File: config.mk
export PLATFORM = sky130hd
export DESIGN_NAME = mop_rename_queue
export DESIGN_NICKNAME = d
export VERILOG_FILES = /design/src/rtl/mop_rename_queue_pkg.sv /design/src/rtl/mop_rename_queue_compactor.sv /design/src/rtl/mop_rename_queue.sv
export SDC_FILE = /design/constraint.sdc
export NUM_CORES = 1
export LEC_CHECK = 0
export CELL_PAD_IN_SITES_DETAIL_PLACEMENT = 1
export CELL_PAD_IN_SITES_GLOBAL_PLACEMENT = 1
export CORE_MARGIN = 2
export CORE_UTILIZATION = 51
export DETAILED_ROUTE_END_ITERATION = 6
export MAX_ROUTING_LAYER = met4
export PLACE_DENSITY_LB_ADDON = 0.1
export REMOVE_ABC_BUFFERS = 1
export SETUP_SLACK_MARGIN = 0.5
export SYNTH_ARGS = -nofsm -noshare
export SYNTH_HDL_FRONTEND = slang
export SYNTH_SLANG_ARGS = --single-unit
File: constraint.sdc
create_clock -name clk -period 7.6 [get_ports clk]
set_clock_uncertainty 0.05 [all_clocks]
set_input_delay 2.28 -clock clk [delete_from_list [all_inputs] [get_ports clk]]
set_output_delay 2.28 -clock clk [all_outputs]
set_load 0.01 [all_outputs]
File: src/rtl/mop_rename_queue_pkg.sv
// Shared micro-op types for the decode-to-rename queue.
// Types and constants only; no logic, no latency.
// No flow control here; users apply their own handshake.
package mop_rename_queue_pkg;

  localparam int MOP_QUEUE_DEPTH  = 8;
  localparam int MOP_DECODE_WIDTH = 2;
  localparam int MOP_RENAME_WIDTH = 2;

  typedef logic [$clog2(MOP_QUEUE_DEPTH)-1:0]   MopQueueIndexPath;
  typedef logic [$clog2(MOP_QUEUE_DEPTH+1)-1:0] MopQueueCountPath;

  typedef struct packed {
    logic [15:0] opInfo;
    logic [31:0] pc;
    logic [1:0]  bPred;
    logic [7:0]  opId;
    logic        serialized;
  } MopEntry;

endpackage

File: src/rtl/mop_rename_queue_compactor.sv
// Lane compactor: maps sparse lane valids to dense write offsets plus a total.
// Purely combinational, zero latency.
// No backpressure; the caller decides whether the group is taken.
module mop_rename_queue_compactor #(
  parameter int DECODE_WIDTH = 2,
  parameter int OFS_W        = $clog2(DECODE_WIDTH + 1)
) (
  input  logic [DECODE_WIDTH-1:0]            valid_i,
  output logic [DECODE_WIDTH-1:0][OFS_W-1:0] offset_o,
  output logic [OFS_W-1:0]                   num_o
);

  // Each lane's offset is the number of valid lanes below it (exclusive prefix count).
  always_comb begin
    logic [OFS_W-1:0] acc;
    acc = '0;
    for (int i = 0; i < DECODE_WIDTH; i++) begin
      offset_o[i] = acc;
      acc = acc + OFS_W'(valid_i[i]);
    end
    num_o = acc;
  end

endmodule

File: src/rtl/mop_rename_queue.sv
// Decode-to-rename micro-op queue: compacts sparse decode groups into a ring, serves oldest to rename.
// Latency 1 cycle enqueue-to-output; 0 when empty if RSD_MOP_QUEUE_BYPASS_EN is defined.
// inReady depends only on registered occupancy; rename accepts all valid lanes or none.
module mop_rename_queue
  import mop_rename_queue_pkg::*;
#(
  parameter int DECODE_WIDTH = MOP_DECODE_WIDTH,
  parameter int RENAME_WIDTH = MOP_RENAME_WIDTH,
  parameter int QUEUE_DEPTH  = MOP_QUEUE_DEPTH
) (
  input  logic                               clk,
  input  logic                               rst,
  input  logic                               flush,
  input  logic [DECODE_WIDTH-1:0]            inValid,
  input  MopEntry [DECODE_WIDTH-1:0]         inOp,
  output logic                               inReady,
  output logic [RENAME_WIDTH-1:0]            outValid,
  output MopEntry [RENAME_WIDTH-1:0]         outOp,
  input  logic                               outAccept,
  output logic [$clog2(QUEUE_DEPTH+1)-1:0]   count
);

  localparam int PW   = $clog2(QUEUE_DEPTH);
  localparam int CW   = $clog2(QUEUE_DEPTH + 1);
  localparam int EW   = $clog2(DECODE_WIDTH + 1);
  localparam int RW_W = $clog2(RENAME_WIDTH + 1);

  MopEntry                        mem_q [QUEUE_DEPTH];
  logic [PW-1:0]                  head_q, head_d;
  logic [PW-1:0]                  tail_q, tail_d;
  logic [CW-1:0]                  count_q, count_d;

  logic [DECODE_WIDTH-1:0][EW-1:0] lane_ofs;
  logic [EW-1:0]                  enq_num;
  MopEntry                        comp [DECODE_WIDTH];
  MopEntry                        cand [RENAME_WIDTH];
  logic [CW-1:0]                  cand_num;
  logic                           byp_sel;
  logic                           enq_fire;
  logic                           deq_fire;
  logic [RW_W-1:0]                deq_num;
  logic [RW_W-1:0]                q_deq;
  logic [EW-1:0]                  byp_skip;
  logic [EW-1:0]                  enq_wr;

  mop_rename_queue_compactor #(
    .DECODE_WIDTH (DECODE_WIDTH),
    .OFS_W        (EW)
  ) u_compactor (
    .valid_i  (inValid),
    .offset_o (lane_ofs),
    .num_o    (enq_num)
  );

  // Room for a whole group is judged from registered occupancy only.
  assign inReady  = (count_q <= CW'(QUEUE_DEPTH - DECODE_WIDTH));
  assign enq_fire = inReady && (|inValid) && !flush;
  assign count    = count_q;

  // Squeeze the holes out of the decode group: compacted slot c holds the c-th valid lane.
  always_comb begin
    for (int c = 0; c < DECODE_WIDTH; c++) begin
      comp[c] = '0;
      for (int i = 0; i < DECODE_WIDTH; i++) begin
        if (inValid[i] && (lane_ofs[i] == EW'(c))) comp[c] = inOp[i];
      end
    end
  end

  // Candidate window: oldest queued entries, or the compacted input group when bypassing an empty queue.
  always_comb begin
    byp_sel  = 1'b0;
    cand_num = count_q;
    for (int l = 0; l < RENAME_WIDTH; l++) cand[l] = mem_q[head_q + PW'(l)];
`ifdef RSD_MOP_QUEUE_BYPASS_EN
    if ((count_q == '0) && !flush) begin
      byp_sel  = 1'b1;
      cand_num = CW'(enq_num);
      for (int l = 0; l < RENAME_WIDTH; l++) cand[l] = '0;
      for (int l = 0; l < RENAME_WIDTH && l < DECODE_WIDTH; l++) cand[l] = comp[l];
    end
`endif
  end

  // A serialized op only ever occupies lane 0 on its own; it closes the window before it otherwise.
  always_comb begin
    logic stop;
    stop     = 1'b0;
    outValid = '0;
    for (int l = 0; l < RENAME_WIDTH; l++) begin
      outOp[l] = cand[l];
      if ((CW'(l) < cand_num) && !stop) begin
        if ((l == 0) || !cand[l].serialized) outValid[l] = 1'b1;
        if (cand[l].serialized) stop = 1'b1;
      end
    end
  end

  // Number of lanes rename takes this cycle when it accepts.
  always_comb begin
    deq_num = '0;
    for (int l = 0; l < RENAME_WIDTH; l++) deq_num = deq_num + RW_W'(outValid[l]);
  end

  assign deq_fire = outAccept && outValid[0] && !flush;
  // Bypassed ops are consumed straight from the input and never written.
  assign q_deq    = (deq_fire && !byp_sel) ? deq_num : '0;
  assign byp_skip = (deq_fire && byp_sel) ? EW'(deq_num) : '0;
  assign enq_wr   = enq_fire ? (enq_num - byp_skip) : '0;

  // Pointer and occupancy update; flush wins over any same-cycle enqueue or dequeue.
  always_comb begin
    head_d  = head_q;
    tail_d  = tail_q;
    count_d = count_q;
    if (flush) begin
      head_d  = '0;
      tail_d  = '0;
      count_d = '0;
    end else begin
      head_d  = head_q + PW'(q_deq);
      tail_d  = tail_q + PW'(enq_wr);
      count_d = count_q + CW'(enq_wr) - CW'(q_deq);
    end
  end

  // Pointer and count registers; reset empties the queue immediately.
  always_ff @(posedge clk or posedge rst) begin
    if (rst) begin
      head_q  <= '0;
      tail_q  <= '0;
      count_q <= '0;
    end else begin
      head_q  <= head_d;
      tail_q  <= tail_d;
      count_q <= count_d;
    end
  end

  // Entry storage is never reset; compacted ops not taken by bypass land at tail onward, wrapping.
  always_ff @(posedge clk) begin
    if (enq_fire) begin
      for (int c = 0; c < DECODE_WIDTH; c++) begin
        if ((EW'(c) >= byp_skip) && (EW'(c) < enq_num)) begin
          mem_q[tail_q + PW'(c) - PW'(byp_skip)] <= comp[c];
        end
      end
    end
  end

endmodule

Yosys cells after proc, flatten, opt, wreduce, memory -nomap -nowiden
Memory sizes are Yosys's and may differ from the RTL's.
Index checks and enable logic that the tools add are counted.
W data, S select, Z words.
Word-level totals
  input port bits: 124
  register bits after elaboration: 10
  logic and storage cells: 47
  memories kept: 1
  RAM bits: 472
Memories
  mem_q: words 8, bits a word 59, read ports 2, clocked after Yosys merged registers in 0, write ports 2, RTL line mop_rename_queue.sv:28  | MopEntry mem_q [QUEUE_DEPTH];
Operators by class
  reduce and logical (&&, ||, !) cells: 11
  $lt $le $gt $ge: 5
  add/subtract/negate cells: 8
  mux-type cells: 19
Operator list (number)
  $mux W59: 3
  $mux W1: 11
  $lt A1 B4 Y1 const A: 2
  $logic_and A1 B1 Y1: 7
  $add A3 B1 Y3 const B: 2
  $add A3 B2 Y3: 2
  $mux W3: 2
  $add A1 B1 Y2: 2
  $add A4 B2 Y4: 1
  $le A4 B3 Y1 const B: 1
  $lt A1 B2 Y1 const A: 2
  $mux W2: 2
  $mux W4: 1
  $sub A4 B2 Y4: 1
  $logic_not A1 Y1: 2
  $logic_not A2 Y1: 1
  $reduce_or A2 Y1: 1

Depth between registers and ports, before layout
An unclocked memory read counts as a cell.
  depth after elaboration: 10
  gate-level depth with buffers: 14
  mapped depth without buffers: 13

Hierarchy
Synthesis repeated with hierarchy kept, for this count alone.
Unflattened totals
  cells, all modules: 1673
  area, all modules: 28583.7 um^2
By module, submodules not included
  mop_rename_queue: cells each 1667, area an instance 28537.4 um^2, seq. area each 14423.8 um^2, times used 1
  mop_rename_queue_compactor: cells each 6, area an instance 46.3 um^2, seq. area each 0.0 um^2, times used 1

Worst setup path after synthesis
Ideal clock, no wire load.
  kind: input-to-reg
  start: input inValid[0]
  end: memory mem_q[1][0] in the netlist's numbering, enable pin
  stages on the path: 6
  path buffers: 0
  data required time: 6993 ps
  path slack: -105 ps
  setup time: 557 ps
  data arrival time: 7098 ps
  path through: inv_1 > ha_1 > nor2_1 > o211a_1 > nand2b_1 > o21ai_0
RTL lines
  start, declared: RTL line mop_rename_queue.sv:14  | input logic [DECODE_WIDTH-1:0] inValid,
  end, declared: RTL line mop_rename_queue.sv:28

Final worst setup path
  start: register head_q[1]
  end: output outValid[1]
On the way
  word-level cells in the longest chain between the ends: 6
RTL lines
  start, declared: RTL line mop_rename_queue.sv:29  | logic [PW-1:0] head_q, head_d;
  start signal, assigned: RTL line mop_rename_queue.sv:130  | head_q <= '0;
  start signal, assigned: RTL line mop_rename_queue.sv:134  | head_q <= head_d;
  $mem_v2 Z8 W59 *
  $mux W1: RTL line mop_rename_queue.sv:94  | if (cand[l].serialized) stop = 1'b1;
  $mux W1: RTL line mop_rename_queue.sv:92  | if ((CW'(l) < cand_num) && !stop) begin
  $logic_not A1 Y1: RTL line mop_rename_queue.sv:92
  $logic_and A1 B1 Y1: RTL line mop_rename_queue.sv:92
  $mux W1 *: RTL line mop_rename_queue.sv:92
  end, declared: RTL line mop_rename_queue.sv:17  | output logic [RENAME_WIDTH-1:0] outValid,
Mark *: on every way between the ends. The rest lies on a longest branch, timed or not.

==> metrics.csv <==
metric,value,unit
Top delay family on crit path,buffers and inverters,
vias in the first global route,18300,
met2 Use GR,48.48,%
PwrDens,256.1,nW/um^2
Mapped Cells,1592,
register bit total from synthesis,482,
Initial DRC Count,1342,
post-synth cell types,36,
final antenna-violating net count,0,
fin crit share,83.81,%
measured slew at the worst slew-check pin,1.267,ns
initial core utilization,51.59,%
min-delay src,tail_q[2]$_DFF_PP0_,
DR WL/cell,30.94,um
Port Buffers,248,
RR Endpoint,count[2]$_DFF_PP0_,
Yosys warnings,0,
final-layout fill cell count,4814,
Worst setup EP type,primary output,
most frequent cells in the layout,"mux2_2 (531), edfxtp_1 (472), clkdlybuf4s50_1 (248), mux4_2 (236), mux2_4 (59)",
r2r setup slk,2.90,ns
cts-stage hold buffer count,0,
clock buffer depth,3,
"Avg Cell Area, Syn",17.85,sq um
vias per cell,6.474,
first-pass GRT wire length,119500,um
Post-DP Area,31830,sq um
Fin. Hold Viols,0,
Worst-path clk slew,0.06,ns
number of buffers created by CTS,54,
final setup vio count,0,
initial antenna violation count,1,
Design Power,8587,uW
WP data required,5.27,ns
TritonCTS clock tree,yes,
H-tree levels,2,
worst min-delay path category,flop to flop,
Util after Layout,60.85,%
DRT Wirelength,80350,um
GR peak layer,met2,
combined buffer and inverter count along the critical path,2,
"Area growth, synth to finish",17.94,%
M1 GR Usage,38.65,%
DRC,0,
Worst Slack Setup Final,1.231,ns
mapped cell area,28420,sq um
1st-pass router iterations,5,
Critical-path top delay cell,dfrtp_4,
final hold slack,0.6656,ns
P_leak,0.01110,uW
Root Driver,clkbuf_16,
Reg-to-Reg Start,head_q[1]$_DFF_PP0_,
die width,240.1,um
Critical Path Source,head_q[1]$_DFF_PP0_,
hold path depth,2,
worst setup path class,flop to primary output,
f_max,0.1570,GHz
CP Depth,6,
"Setup Fix Bufs, Post-CTS",0,
Critical Path Fanout Max,40,
met3 Usage GRT,3.203,%
worst-path cell chain,"ha_4, xor2_4, buf_4, mux2_2, a211oi_1, clkdlybuf4s50_1",
grt total ovfl,0,
IO Count,249,
routed vias,16810,
gpl congestion,0.7505,
"Slew Viols, Final",0,
die area,57640,sq um
maxcap violations,0,
CP Launch Type,flop,
Worst-Skew Late Latency,0.59,ns
min Tclk post-route,6.369,ns
"slowest stage delay, CP",1.03,ns
Post-CTS Resized,0,
maximum vdd drop,0.1714,mV
nets@finish,1947,
relative slew slack,15.50,%
"most common cell after layout, fill and taps aside",mux2_2,
pre-CTS WS,1.815,ns
fraction of layout cells with a size suffix above 1,52.00,%
FF-to-FF path depth,13,
total clock sinks,482,
largest net degree at the start of global routing,85,
arrival time worst endpoint,4.04,ns
fin area,33520,sq um
sequential fraction of the synthesis area,50.75,%
FP Rows,86,
dpl hpwl,47260,um
GRT Util Overall,29.08,%
status,"finished, final reports clean",
RSZ-0062 raised after global routing,false,
die height,240.1,um
Core Region,55090,sq um
hold endpoint,tail_q[2]$_DFF_PP0_,
==> metrics by stage <==
| step | std cells | setup TNS, ns |
|---|---|---|
| 2_1_floorplan | 1462 | -1543.24 |
| 3_3_place_gp | 2497 | 0 |
| 3_5_place_dp | 2497 | 0 |
| 4_1_cts | 2596 | 0 |
| 5_1_grt | 2597 | 0 |
| 6_report | 2597 | 0 |
==> registers in the layout, summed over array words and instances, names as in the netlist <==
| register | flops |
|---|---|
| count | 4 |
| head_q | 3 |
| mem_q | 472 |
| tail_q | 3 |
==> where the power goes <==
group	internal (uW)	switching (uW)	leakage [uW]	total, uW
registers	3090	117	0.00447	3210
logic	1600	1240	0.00580	2830
clock network	1490	1060	0.000831	2540
total	6170	2410	0.0111	8590
==> cells by family (layout without fill, tap and decap cells) <==
kind of cell | after synthesis | in the layout | share of synthesized area [%]
simple gates | 42 | 42 | 0.7879
flops | 482 | 482 | 50.75
compound gates | 72 | 72 | 2.144
buf+inv | 145 | 401 | 2.355
xor+xnor | 7 | 7 | 0.2157
mux | 826 | 826 | 42.85
other cells | 0 | 1 | 0
fa+ha+maj | 18 | 18 | 0.8980
==> layer usage <==
metal	up-vias	share of wire (%)
li1	7100	-
met1	9060	42
met2	550	51
met3	103	5.2
met4	0	1.9
met5	-	0
==> how the worst max path moves through the flow <==
stage / endpoint / slack, ns
2_1_floorplan: outValid[1] / -6.02
3_3_place_gp: mem_q[1][44]$_DFFE_PP_ / 1.90
3_5_place_dp: outValid[1] / 1.81
4_1_cts: outValid[1] / 1.15
5_1_grt: outValid[1] / 1.01
6_report: outValid[1] / 1.23
==> worst reg2reg max path, cell delays in order, from the launching register on <==
cell	delay, ns
dfrtp_4	1.03
ha_4	0.28
xor2_4	0.16
buf_4	0.53
mux2_2	0.46
a211oi_1	0.37
ha_1	0.30
and2_1	0.15
ha_1	0.28
inv_1	0.05
ha_1	0.21
fa_1	0.44
xnor2_1	0.19
nor2_1	0.07
==> cell type report <==
class                   count  area (sq um)  area share, %
inverters                  15         56.30         0.1680
flip-flops and latches    482         14440          43.06
multi-input cells         965         13510          40.31
diodes                      1         2.502       0.007465
clock inverters            32         269.0         0.8025
well taps                 748         935.9          2.792
clock buffers              67          1421          4.240
repair buffers            287          2888          8.615
==> synth_stat cells (all sizes together) <==
cell type    n  area, sq um
mux2       590         6865
nor2b        6        45.04
o21bai       7        52.55
ha          14        175.2
o211a        1        10.01
or4          1        7.510
xnor2        4        35.03
nor4         1        12.51
a21o         1        7.510
a22o        58        508.0
and3b        1        8.760
nor2         9        33.78
a21oi        1        5.000
o2111ai      1        8.760
o21ai        2        10.00
inv         15        56.30
or2          1        6.260
nand2       10        37.54
xor2         3        26.28
fa           4        80.08
mux4       236         5315
edfxtp     472        14170
clkbuf      48        180.2
nand2b       4        25.02
a211oi       1        7.510
buf         82        432.9
and2         2        12.51
nand3        1        5.000
nor3         6        30.03
dfrtp       10        250.2
(Power assumes the default switching activity.)
